## src/rtl/aes_pkg.sv

```systemverilog
// Shared AES round types, the GF(2^8) reduction polynomial and xtime.
package aes_pkg;
   typedef logic [127:0] state_t;
   typedef logic [7:0]   byte_t;
   typedef logic [3:0]   round_t;

   typedef struct packed {
      state_t data;
      round_t round;
      logic   last;
   } beat_t;

   localparam byte_t AES_POLY = 8'h1b;

   function automatic byte_t xtime(input byte_t b);
      return {b[6:0], 1'b0} ^ (b[7] ? AES_POLY : 8'h00);
   endfunction
endpackage

```

## src/rtl/shift_mix_ark_mix_column.sv

```systemverilog
// Combinational MixColumns of one 32-bit column; byte 0 (row 0) sits in the MSBs.
module mix_column
   import aes_pkg::*;
(
   input  logic [31:0] col_i,
   output logic [31:0] col_o
);
   byte_t a0, a1, a2, a3;
   byte_t x0, x1, x2, x3;

   assign a0 = col_i[31:24];
   assign a1 = col_i[23:16];
   assign a2 = col_i[15:8];
   assign a3 = col_i[7:0];
   assign x0 = xtime(a0);
   assign x1 = xtime(a1);
   assign x2 = xtime(a2);
   assign x3 = xtime(a3);

   // 3*a is written as xtime(a) ^ a.
   assign col_o[31:24] = x0 ^ (x1 ^ a1) ^ a2 ^ a3;
   assign col_o[23:16] = a0 ^ x1 ^ (x2 ^ a2) ^ a3;
   assign col_o[15:8]  = a0 ^ a1 ^ x2 ^ (x3 ^ a3);
   assign col_o[7:0]   = (x0 ^ a0) ^ a1 ^ a2 ^ x3;
endmodule

```

## src/rtl/shift_mix_ark.sv

```systemverilog
// AES ShiftRows -> MixColumns (skipped on last round) -> AddRoundKey, one registered stage.
// Define AES_SKID_EN to add a 2-entry skid buffer so in_ready is a flop with no path from out_ready.
module shift_mix_ark
   import aes_pkg::*;
(
   input  logic         clk,
   input  logic         rst_n,
   input  logic         in_valid,
   output logic         in_ready,
   input  logic [127:0] in_data,
   input  logic [127:0] in_key,
   input  logic [3:0]   in_round,
   input  logic         in_last,
   output logic         out_valid,
   input  logic         out_ready,
   output logic [127:0] out_data,
   output logic [3:0]   out_round,
   output logic         out_last
);
   state_t sr_s;
   state_t mc_s;
   beat_t  in_beat_s;
   beat_t  out_q, out_d;
   logic   valid_q, valid_d;

   // Row r of the column-major state rotates left by r columns.
   always_comb begin
      sr_s = '0;
      for (int c = 0; c < 4; c++) begin
         for (int r = 0; r < 4; r++) begin
            sr_s[127-8*(r+4*c) -: 8] = in_data[127-8*(r+4*((c+r)%4)) -: 8];
         end
      end
   end

   for (genvar c = 0; c < 4; c++) begin : g_mix
      mix_column u_mix_column (
         .col_i (sr_s[127-32*c -: 32]),
         .col_o (mc_s[127-32*c -: 32])
      );
   end

   always_comb begin
      in_beat_s.data  = (in_last ? sr_s : mc_s) ^ in_key;
      in_beat_s.round = in_round;
      in_beat_s.last  = in_last;
   end

`ifdef AES_SKID_EN
   beat_t      skid0_q, skid0_d;
   beat_t      skid1_q, skid1_d;
   logic [1:0] cnt_q, cnt_d;
   logic       rdy_q, rdy_d;
   logic       acc_s;

   assign in_ready = rdy_q;
   assign acc_s    = in_valid && rdy_q;

   // Output register refills from the oldest skid entry first so order is preserved.
   always_comb begin
      out_d   = out_q;
      valid_d = valid_q;
      skid0_d = skid0_q;
      skid1_d = skid1_q;
      cnt_d   = cnt_q;
      if (!valid_q || out_ready) begin
         case (cnt_q)
            2'd0: begin
               if (acc_s) begin
                  out_d   = in_beat_s;
                  valid_d = 1'b1;
               end else begin
                  valid_d = 1'b0;
               end
            end
            2'd1: begin
               out_d   = skid0_q;
               valid_d = 1'b1;
               if (acc_s) begin
                  skid0_d = in_beat_s;
               end else begin
                  cnt_d = 2'd0;
               end
            end
            2'd2: begin
               out_d   = skid0_q;
               valid_d = 1'b1;
               skid0_d = skid1_q;
               if (acc_s) begin
                  skid1_d = in_beat_s;
               end else begin
                  cnt_d = 2'd1;
               end
            end
            default: begin
               cnt_d = 2'd0;
            end
         endcase
      end else if (acc_s) begin
         case (cnt_q)
            2'd0: begin
               skid0_d = in_beat_s;
               cnt_d   = 2'd1;
            end
            2'd1: begin
               skid1_d = in_beat_s;
               cnt_d   = 2'd2;
            end
            default: begin
               cnt_d = cnt_q;
            end
         endcase
      end else begin
         cnt_d = cnt_q;
      end
      rdy_d = (cnt_d != 2'd2);
   end

   // Skid storage and the registered ready flag.
   always_ff @(posedge clk or negedge rst_n) begin
      if (!rst_n) begin
         skid0_q <= '0;
         skid1_q <= '0;
         cnt_q   <= 2'd0;
         rdy_q   <= 1'b1;
      end else begin
         skid0_q <= skid0_d;
         skid1_q <= skid1_d;
         cnt_q   <= cnt_d;
         rdy_q   <= rdy_d;
      end
   end
`else
   assign in_ready = !valid_q || out_ready;

   // Load on accept (also covers accept-while-draining); otherwise clear valid once drained.
   always_comb begin
      out_d   = out_q;
      valid_d = valid_q;
      if (in_valid && in_ready) begin
         out_d   = in_beat_s;
         valid_d = 1'b1;
      end else if (out_ready) begin
         valid_d = 1'b0;
      end else begin
         valid_d = valid_q;
      end
   end
`endif

   // Output stage register.
   always_ff @(posedge clk or negedge rst_n) begin
      if (!rst_n) begin
         out_q   <= '0;
         valid_q <= 1'b0;
      end else begin
         out_q   <= out_d;
         valid_q <= valid_d;
      end
   end

   assign out_valid = valid_q;
   assign out_data  = out_q.data;
   assign out_round = out_q.round;
   assign out_last  = out_q.last;
endmodule

```

## config.mk

```make
export PLATFORM = sky130hd
export DESIGN_NAME = shift_mix_ark
export DESIGN_NICKNAME = d
export VERILOG_FILES = /design/src/rtl/aes_pkg.sv /design/src/rtl/shift_mix_ark_mix_column.sv /design/src/rtl/shift_mix_ark.sv
export SDC_FILE = /design/constraint.sdc
export NUM_CORES = 1
export LEC_CHECK = 0
export BUFFER_PORTS_ARGS = -buffer_cell sky130_fd_sc_hd__buf_2
export CAP_MARGIN = 20
export CORE_MARGIN = 2
export CORE_UTILIZATION = 48
export DETAILED_ROUTE_END_ITERATION = 7
export PLACE_DENSITY_LB_ADDON = 0.15
export SLEW_MARGIN = 5
export SYNTH_ARGS = -nofsm -noshare
export SYNTH_HDL_FRONTEND = slang
export SYNTH_SLANG_ARGS = --single-unit
```

## constraint.sdc

```tcl
create_clock -name clk -period 1.6 [get_ports clk]
set_input_delay 0.32 -clock clk [delete_from_list [all_inputs] [get_ports clk]]
set_output_delay 0.32 -clock clk [all_outputs]
set_load 0.005 [all_outputs]
```

==> results of run 1 <==
## Yosys cell counts
| cell | instances | area, um2 |
|---|---|---|
| a21oi_1 | 2 | 10.0 |
| and2_1 | 1 | 6.26 |
| buf_1 | 3 | 11.3 |
| buf_2 | 18 | 90.1 |
| buf_4 | 5 | 37.5 |
| buf_6 | 1 | 11.3 |
| clkbuf_1 | 55 | 206 |
| clkbuf_2 | 3 | 15.0 |
| dfrtp_1 | 134 | 3350 |
| mux2_2 | 3 | 33.8 |
| mux2i_1 | 65 | 651 |
| nand2_1 | 201 | 754 |
| nand2b_1 | 2 | 12.5 |
| nand3_1 | 3 | 15.0 |
| nor3_1 | 2 | 10.0 |
| o2111ai_1 | 2 | 17.5 |
| o21ai_0 | 172 | 861 |
| o21ai_1 | 10 | 50.1 |
| o311ai_0 | 1 | 8.76 |
| or4_1 | 2 | 15.0 |
| xnor2_1 | 157 | 1380 |
| xnor2_2 | 6 | 97.6 |
| xnor2_4 | 1 | 27.5 |
| xnor3_1 | 126 | 2840 |
| xor2_1 | 118 | 1030 |
| xor3_1 | 27 | 642 |
| xor3_2 | 2 | 50.1 |
## state kept, by name (all words and copies together) (netlist names)
signal / cells
out_data: 128
out_round: 4
out_last: 1
out_valid: 1
## cell usage in the layout, fill, tap and decap left out, types with 4 or more instances in the layout
master       n
xnor2_2      9
o21ai_1     18
xnor3_1    126
mux2i_1     65
dfrtp_1    134
clkbuf_16   17
diode_2      4
buf_2      397
xnor2_1    148
xnor2_4      7
o21ai_0    164
xor3_1      27
clkinv_2     4
xor2_1     118
buf_4      222
nand2_1    200
buf_12      15
## repair_timing
item	CTS	global route
hold buffers	1	0
setup buffers	0	0
endpoints found under the hold margin	22	0
resized for setup	1	1
endpoints found under the setup margin	8	8
## layout make-up
cell class                      count  area, um2
Multi-Input combinational cell    903       8650
Sequential cell                   134       3350
Clock buffer                       20        457
Timing Repair Buffer              638       4000
Clock inverter                     12        129
Fill cell                        2116       8100
Tap cell                          330        413
Antenna cell                        4       10.0
## metal layers
metal  share of wire [%]  up-vias
met1                  42     4662
met4                 1.9        4
met3                 5.7       44
met5               0.069        -
met2                  50      289
li1                    -     4908
## through the flow
| step | total power, mW | hold slack [ns] |
|---|---|---|
| after CTS | 15.5 | 0.0725 |
| final | 15.3 | 0.0924 |
| after global routing | 16.2 | 0.0865 |
| after detailed placement | 11.4 | 0.217 |
| after floorplan | 8.58 | 0.0244 |
| after global placement | 11.2 | 0.218 |
## power by group through the flow
stage	clock (mW)	combinational [mW]	sequential, mW
global placement	0	6.62	4.59
finish	4.02	6.72	4.57
floorplan	0	3.90	4.68
detailed placement	0	6.76	4.62
global route	4.21	7.36	4.67
CTS	4.12	6.79	4.57
## cells by family after synthesis
| group | share of synthesized area (%) |
|---|---|
| AND/OR/NAND/NOR | 6.65 |
| flip-flops | 27.4 |
| XOR/XNOR | 49.6 |
| AO/OA/AOI/OAI | 7.74 |
| buffers and inverters | 3.04 |
| multiplexers | 5.59 |
## worst max path at each step
| stage | to | slack (ns) |
|---|---|---|
| detailed placement | out_data[100]$_DFFE_PN0P_ | -0.28 |
| CTS | out_data[76]$_DFFE_PN0P_ | 0.07 |
| global placement | out_data[89]$_DFFE_PN0P_ | -0.22 |
| floorplan | out_data[0]$_DFFE_PN0P_ | -0.07 |
| global route | out_data[97]$_DFFE_PN0P_ | 0.03 |
| finish | in_ready | 0.08 |
## worst max-delay path, cell delays in order, from the launching register on
cell      delay (ns)
dfrtp_1         0.43
nand2b_2        0.20
buf_2           0.15
==> key figures, run 1 <==
Power and ir drop
  • Leakage power: roughly 9.3 nW
  • Sw frac: roughly a third
  • Maximum vdd drop: roughly 0.53 mV
  • Part of the power in registers: between 20% and 30%
  • PwrDens: roughly 900 nW/um2
  • Psw: around 5 mW
  • Comb power frac: 43.9%
  • Part of the power in the clock network: 26.3%
  • P_int: roughly 10 mW

Drt
  • TritonRoute pass-1 iters: 5
  • Detailed Route WL: 34.8 mm
  • 1st-iter DRT viols: 458
  • Vias per cell: 4.85
  • DR WL/cell: 17.1 um
  • Post-route antenna net violation count: 0
  • Routed vias: about 10000
  • Residual DRC: 0

Timing
  • Period utilization: ~95%
  • RSZ-0062 raised after global routing: no
  • Slew Viols, Final: 0
  • Final Critical Period: ~1.5 ns
  • Worst rel slew slack: between 60% and 70%
  • Worst-margin pin slew: approximately 0.45 ns
  • Fmax: 0.660 GHz
  • Final Hold Viols: 0
  • Max Clock Skew: 0.0164 ns
  • Setup tns final: 0 ns
  • Min setup slack post-route: 0.0847 ns
  • Final setup fails: 0

Setup path
  • Reg2reg end: out_data[52]$_DFFE_PN0P_
  • R2R setup slack: roughly 0.11 ns
  • CP Class: flip-flop to output port
  • Worst reg-to-reg path cell count: 4
  • Critical Path RT: 1.28 ns
  • Worst-path fanout max: 4
  • Crit. Startpoint: out_valid$_DFFE_PN0P_
  • CP Launch Type: flip-flop
  • CP Capture Type: output port
  • Reg-to-Reg Start: out_valid$_DFFE_PN0P_
  • Worst EP arrival: 1.20 ns

Status
  • Status: finished clean

Die
  • Io pins: 400
  • Core area: ~25000 um2
  • Initial Utilization: about half
  • Die Y-Extent: 164 um
  • Die W: between 150 and 200 um
  • Die ar.: 26800 um2
  • FP Rows: 58

Placement
  • DP Cell Count: around 2000
  • GPL Wtd Cong: 0.908
  • Detailed placement HPWL: roughly 28 mm
  • Buffers added on ports: between 300 and 400
  • Pre-CTS setup slack: -0.284 ns
  • Placed cell areas: ~16000 um2

Clock network
  • TritonCTS Buffers: 17
  • Clk sink count: around 130
  • CTS H-tree depth: 4
  • Longest Clk Path Bufs: 2
  • CTS root buf: clkbuf_16
  • Clock transition at the registers of the reported paths: around 0.06 ns
  • Worst-skew pair later-pin latency: ~0.43 ns
  • CTS tree: done

Global route
  • GRT Util Overall: about a quarter
  • First-pass GRT wire length: ~53 mm
  • Grt met1 use: between 30% and 40%
  • Global Route met3 Usage: under 10%
  • Overflow after GRT: 0
  • Most crowded layer after global routing: met2
  • Initial antenna violation count: 7
  • Largest net degree at the start of global routing: 66
  • Met2 Track Usage GR: 45.6%
  • Vias in the first global route: 10200

Layout
  • P&R area growth vs syn: 39.1%
  • Final core utilization: 67.8%
  • Design area: 17000 um2
  • Layout cells sized above 1: around two fifths
  • Post-route insts no fill: roughly 2000
  • NumNets Final: between 1500 and 2000

Logic synthesis
  • Netlist cell types: 27
  • Mapped Area: about 12000 um2
  • Post-synthesis area per instance: 10.9 um2
  • Mapped Cells: approximately 1100
  • Seq/Total Area, Yosys: roughly 27%
  • Synth warnings: 0
  • Post-Syn Nets: between 1000 and 1500
  • Synth Register Bits: between 100 and 150

Worst hold path
  • Min-delay src: in_round[2]
  • HP Class: input port to flip-flop
  • Hold worst-path end: out_round[2]$_DFFE_PN0P_
  • Hold Path Stages: 3

Run
  • Max-cap violations: 0
No activity file was read; power rests on OpenSTA's default activity.
==> run 2: changes to the inputs <==
Settings changed: CORE_AREA set to 2 2 157 159, CORE_MARGIN 2 to not set, CORE_UTILIZATION 48 to not set, CTS_BUF_LIST set to sky130_fd_sc_hd__clkbuf_8, DIE_AREA set to 0 0 159 161.
Clock period 1.6 ns to 1.8 ns, I/O delays scaled along.
==> run 2 against run 1 <==
  * Count of clock-buffer cells in the layout fell by 1
  * Sequential share of layout area is 1.0 points higher
  * Register-to-register slack improved by 0.23 ns
  * Global-route usage increased by 0.58 points
  * Clock power shrank 27%
  * Worst setup slack better by 0.16 ns
  * Combinational power down 14%
  * Critical path type unchanged
==> key figures, run 2 (synthesis gave the netlist of run 1 again) <==
Status
  • Status: finished clean

Timing
  • Period utilization: 86.2%
  • Fmax: 0.645 GHz
  • Final setup fails: 0 (unchanged)
  • RSZ-0062 raised after global routing: no
  • Worst rel slew slack: 69.5% (-0.46 points)
  • Slew Viols, Final: 0 (unchanged)
  • Worst-margin pin slew: 0.454 ns (+0.00678 ns)
  • Final Critical Period: roughly 1.6 ns
  • Max Clock Skew: 0.0107 ns (-0.00570 ns)
  • Final Hold Viols: 0 (unchanged)

Die
  • Io pins: 400 (unchanged)
  • Core area: 24000 um2 (-4.6%)
  • FP Rows: 57 (-1.7%)
  • Die Y-Extent: 161 um (-1.6%)
  • Die W: 159 um (-2.8%)
  • Initial Utilization: 51.0% (+2.3 points)
  • Die ar.: 25600 um2 (-4.4%)

Drt
  • Detailed Route WL: 33.5 mm (-3.8%)
  • Post-route antenna net violation count: 0 (unchanged)
  • DR WL/cell: 17.1 um (+0.25%)
  • TritonRoute pass-1 iters: 5 (unchanged)
  • 1st-iter DRT viols: 469 (+2.4%)
  • Vias per cell: 4.94 (+1.9%)
  • Routed vias: 9685 (-2.2%)
  • Residual DRC: 0 (unchanged)

Placement
  • DP Cell Count: 1922 (-4.1%)
  • Detailed placement HPWL: 27.2 mm (-3.6%)
  • Placed cell areas: 15700 um2 (-4.2%)
  • GPL Wtd Cong: 0.844 (-7.1%)
  • Buffers added on ports: 399 (unchanged)

Layout
  • Post-route insts no fill: 1959 (-4.0%)
  • Final-layout fill cell count: 1965 (-7.1%)
  • Commonest cells after routing, fill and taps aside: buf_2, nand2_1, o21ai_0
  • Design area: 16200 um2 (-5.0%)
  • NumNets Final: 1883 (-3.9%)
  • P&R area growth vs syn: 32.2%
  • Max reg flops: 128 (unchanged)
  • Layout cells sized above 1: 37.1% (-3.4 points)
  • Most common cell after layout, fill and taps aside: buf_2

Power and ir drop
  • PwrDens: 786 nW/um2 (-13%)
  • Comb power frac: 45.2% (+1.3 points)
  • Sw frac: 32.7% (+0.68 points)
  • Psw: 4.15 mW (-15%)
  • Leakage power: 8.78 nW (-5.1%)
  • Maximum vdd drop: 0.447 mV (-16%)
  • Part of the power in the clock network: 23.0% (-3.3 points)
  • Part of the power in registers: 31.8% (+2.0 points)
  • P_int: 8.56 mW (-18%)

Global route
  • GRT Util Overall: 26.7% (+0.58 points)
  • Overflow after GRT: 0 (unchanged)
  • Largest net degree at the start of global routing: 61 (-7.6%)
  • Vias in the first global route: 10000 (-2.1%)
  • First-pass GRT wire length: 53.2 mm (-0.53%)
  • Initial antenna violation count: 8 (+1)

Worst hold path
  • HP Class: input port to flip-flop

Setup path
  • Largest delay share family, worst path: flip-flops
  • CP Capture Type: output port
  • Slowest stage delay, CP: 0.38 ns (-0.05 ns)
  • Worst EP arrival: 1.19 ns (about the same)
  • Worst-path fanout max: 4 (unchanged)
  • Worst path bufs/invs: 1 (unchanged)
  • CP Class: flip-flop to output port
  • CP max-delay cell: dfrtp_1
  • CP cell instances: nand2b_1 > buf_2
  • CP Launch Type: flip-flop
  • Critical Path RT: 1.44 ns (+0.16 ns)

Clock network
  • TritonCTS Buffers: 17 (unchanged)
  • Clk sink count: 134 (unchanged)
  • Post_cts resized: 0 (-1)
  • Clock transition at the registers of the reported paths: 0.08 ns (+0.02 ns)
  • CTS root buf: clkbuf_8
  • CTS tree: done
  • Worst-skew pair later-pin latency: 0.46 ns (+0.03 ns)
  • Longest Clk Path Bufs: 2 (unchanged)
  • CTS H-tree depth: 4 (unchanged)

Run
  • Max-cap violations: 0 (unchanged)
[run 2: changes by cell type in the layout (fill, tap and decap cells not counted), moves of 4 or more]
| cell | previous run | this run |
|---|---|---|
| o21ai_1 | 18 | 11 |
| clkbuf_8 | 2 | 19 |
| o21ai_0 | 164 | 171 |
| xnor2_4 | 7 | 1 |
| clkbuf_16 | 17 | 0 |
| xnor2_1 | 148 | 156 |
| buf_4 | 222 | 146 |
| clkinv_2 | 4 | 0 |
[run 2: worst min-delay path, cell delays in order]
cell and delay (ns):
buf_2 0.08, nand2_1 0.04, nand2_1 0.05
[run 2: what timing repair did]
item / 4_1_cts / 5_1_grt
hold endpoints to repair: 37 / 0
hold buffers: 1 / 0
setup buffers: 0 / 0
[run 2: per-stage QoR]
step	worst slack, ns	power [mW]	setup TNS, ns	hold slack, ns	util [%]
floorplan	-0.0273	7.57	-0.0273	0.0644	-
global placement	-0.121	9.74	-1.64	0.319	65.5
detailed placement	-0.165	9.87	-3.09	0.317	65.5
CTS	0.211	12.9	0	0.0704	67.4
global route	0.170	13.6	0	0.0798	67.5
finish	0.249	12.7	0	0.102	67.5
[run 2: layer usage]
metal	vias up	track usage [%]	share of wire, %
li1	4740	-	-
met5	-	0	0.14
met4	6	9.46	2.8
met2	334	44.8	49
met1	4543	33.7	42
met3	62	6.65	6.3
[run 2: path summary, 6_finish.rpt]
path	from	endpoint	slack, ns	cells after the start
setup reg to reg	out_valid$_DFFE_PN0P_	out_data[65]$_DFFE_PN0P_	0.34	4
hold reg to reg	out_round[2]$_DFFE_PN0P_	out_round[2]$_DFFE_PN0P_	0.47	2
min in group asynchronous	rst_n	out_data[26]$_DFFE_PN0P_	0.40	2
hold / removal	in_round[3]	out_round[3]$_DFFE_PN0P_	0.10	3
setup / recovery	out_valid$_DFFE_PN0P_	in_ready	0.25	2
max in group asynchronous	rst_n	out_data[126]$_DFFE_PN0P_	0.83	3
[run 2: cell type report]
type                       count  area (um2)  area share, %
sequential                   134        3350           20.7
clock buffer                  19         262           1.62
timing repair buffer         562        3440           21.2
tap                          324         405           2.51
multi-input combinational    903        8520           52.7
antenna                        5        12.5         0.0774
clock inverter                12         178           1.10
[run 2: power by group through the flow]
stage	sequential [mW]	combinational, mW	clock (mW)
CTS	4.04	5.80	3.01
floorplan	4.16	3.41	0
global route	4.14	6.30	3.12
global placement	4.08	5.67	0
detailed placement	4.09	5.78	0
finish	4.04	5.75	2.92
==> run 3: changes to the inputs <==
Settings changed: CTS_BUF_LIST sky130_fd_sc_hd__clkbuf_8 to sky130_fd_sc_hd__clkbuf_4 sky130_fd_sc_hd__clkbuf_8 sky130_fd_sc_hd__clkbuf_16.
==> run 3 against run 2 <==
  * Sequential power about the same
  * Sequential share of layout area is 0.25 points lower
  * Via count increased by 0.32%
  * Critical path depth up 4
  * Hold slack improved by 0.027 ns
  * Register-to-register slack about the same
  * Final area is 1.2% higher
  * Total power is 7.8% higher
  * Global-route usage increased by 0.26 points
  * Cell count unchanged
  * Combinational power barely moved
==> key figures, run 3 (synthesis gave the netlist of run 1 again) <==
Timing
  • Worst hold slack: 0.129 ns (+0.0273 ns)
  • Period utilization: 87.9% (+1.7 points)
  • Worst-margin pin slew: 0.463 ns (+0.00851 ns)
  • RSZ-0062 raised after global routing: no
  • Slew Viols, Final: 0 (unchanged)
  • Final Critical Period: 1.58 ns (+0.0308 ns)
  • Max Clock Skew: 0.00771 ns (-0.00298 ns)
  • Worst rel slew slack: 68.9% (-0.57 points)
  • Final setup fails: 0 (unchanged)
  • Final Hold Viols: 0 (unchanged)
  • Fmax: 0.632 GHz (-1.9%)

Placement
  • Buffers added on ports: 399 (unchanged)
  • GPL Wtd Cong: 0.844 (unchanged)
  • Placed cell areas: 15700 um2 (unchanged)
  • Detailed placement HPWL: 27.2 mm (unchanged)

Drt
  • Residual DRC: 0 (unchanged)
  • 1st-iter DRT viols: 532 (+13%)
  • Post-route antenna net violation count: 0 (unchanged)
  • DR WL/cell: 17.3 um (+1.2%)
  • TritonRoute pass-1 iters: 5 (unchanged)
  • Vias per cell: 4.96 (+0.32%)
  • Routed vias: 9716 (+0.32%)
  • Detailed Route WL: 33.9 mm (+1.2%)

Setup path
  • CP Launch Type: input port
  • Slowest stage delay, CP: 0.48 ns (+0.10 ns)
  • Largest delay share family, worst path: XOR/XNOR gates
  • Critical Path RT: 2.10 ns (+0.66 ns)
  • Worst-path fanout max: 6 (+2)
  • CP max-delay cell: xnor3_1
  • Reg-to-Reg Start: out_valid$_DFFE_PN0P_
  • Worst path bufs/invs: 1 (unchanged)
  • CP cell instances: buf_2 > xnor3_1 > xor3_1 > o21ai_0 > xnor2_1 > o21ai_1
  • CP Class: input port to flip-flop
  • CP Capture Type: flip-flop
  • Worst EP arrival: 1.89 ns (+0.70 ns)
  • Crit. Startpoint: in_data[15]

Layout
  • P&R area growth vs syn: 33.8%
  • NumNets Final: 1883 (unchanged)
  • Final-layout fill cell count: 1941 (-1.2%)
  • Max reg flops: 128 (unchanged)
  • Commonest cells after routing, fill and taps aside: buf_2, nand2_1, o21ai_0
  • Design area: 16400 um2 (+1.2%)
  • Most common cell after layout, fill and taps aside: buf_2
  • Layout cells sized above 1: 37.2% (+0.12 points)

Worst hold path
  • Min-delay src: in_round[2]
  • HP Class: input port to flip-flop

Clock network
  • TritonCTS Buffers: 17 (unchanged)
  • Longest Clk Path Bufs: 2 (unchanged)
  • Worst-skew pair later-pin latency: 0.42 ns (-0.04 ns)
  • Clk sink count: 134 (unchanged)
  • Postcts setup bufs: 0 (unchanged)
  • CTS tree: done
  • CTS root buf: clkbuf_16
  • Clock transition at the registers of the reported paths: 0.06 ns (-0.02 ns)
  • CTS H-tree depth: 4 (unchanged)

Power and ir drop
  • PwrDens: 837 nW/um2 (+6.5%)
  • Part of the power in registers: 29.5% (-2.3 points)
  • Psw: 4.29 mW (+3.3%)
  • Leakage power: 8.86 nW (+0.98%)
  • Comb power frac: 42.0% (-3.2 points)
  • P_int: 9.42 mW (+10%)
  • Sw frac: 31.3% (-1.4 points)
  • Part of the power in the clock network: 28.5% (+5.5 points)
  • Maximum vdd drop: 0.522 mV (+17%)

Global route
  • Largest net degree at the start of global routing: 61 (unchanged)
  • GRT Util Overall: 26.9% (+0.26 points)
  • First-pass GRT wire length: 53.7 mm (+0.93%)
  • Initial antenna violation count: 8 (unchanged)
  • Overflow after GRT: 0 (unchanged)
  • Vias in the first global route: 10100 (+0.91%)

Die
  • Die Y-Extent: 161 um (unchanged)
  • Io pins: 400 (unchanged)
  • FP Rows: 57 (unchanged)
  • Die ar.: 25600 um2 (unchanged)
  • Die W: 159 um (unchanged)
  • Initial Utilization: 51.0% (unchanged)
  • Core area: 24000 um2 (unchanged)

Run
  • Max-cap violations: 0 (unchanged)

Status
  • Status: finished clean
-- run 3: routing by layer --
| metal | vias up | wire length (um) | GRT usage [%] |
|---|---|---|---|
| met4 | 6 | 1040 | 10.9 |
| met2 | 333 | 16600 | 45.2 |
| li1 | 4750 | - | - |
| met5 | - | 42 | 0 |
| met1 | 4560 | 14100 | 33.8 |
| met3 | 67 | 2190 | 6.42 |
-- run 3: through the flow --
step                utilization (%)  instances  setup TNS (ns)  setup slack (ns)  total power [mW]
global placement               65.5       1922           -1.64            -0.121              9.74
global route                   68.3       1959               0             0.176              14.5
detailed placement             65.5       1922           -3.09            -0.165              9.87
floorplan                         -       1122         -0.0273           -0.0273              7.57
CTS                            68.3       1954               0             0.253              13.8
finish                         68.3       1959               0             0.218              13.7
-- run 3: repair_timing --
action                                 4_1_cts  5_1_grt
hold buffers                                 1        0
endpoints found under the hold margin       37        0
resized for setup                            0        0
-- run 3: final timing paths --
check | to | slack, ns | cells past startpoint
max | out_data[73]$_DFFE_PN0P_ | 0.22 | 6
min | out_round[2]$_DFFE_PN0P_ | 0.13 | 3
max reg2reg | out_data[65]$_DFFE_PN0P_ | 0.35 | 4
min reg2reg | out_round[2]$_DFFE_PN0P_ | 0.47 | 2
max in group asynchronous | out_data[109]$_DFFE_PN0P_ | 0.81 | 3
min in group asynchronous | out_data[26]$_DFFE_PN0P_ | 0.43 | 2
-- run 3: power groups by stage --
stage	Sequential (mW)	Clock (mW)	Combinational, mW
after CTS	4.05	3.97	5.81
after global routing	4.14	4.10	6.31
after floorplan	4.16	0	3.41
final	4.05	3.90	5.76
after detailed placement	4.09	0	5.78
after global placement	4.08	0	5.67
-- run 3: area by class of cell --
cell class              instances  area (um2)  area share, %
multi-input cells             903        8520           52.1
repair buffers                562        3440           21.0
flip-flops and latches        134        3350           20.5
clock buffers                  21         468           2.86
well taps                     324         405           2.48
clock inverters                10         170           1.04
diodes                          5        12.5         0.0764
-- run 3: worst reg2reg max path, stage by stage, from the launching register on --
cell,delay [ns]
dfrtp_1,0.37
nand2b_1,0.20
nand2_4,0.21
or4_1,0.52
nand3_1,0.09
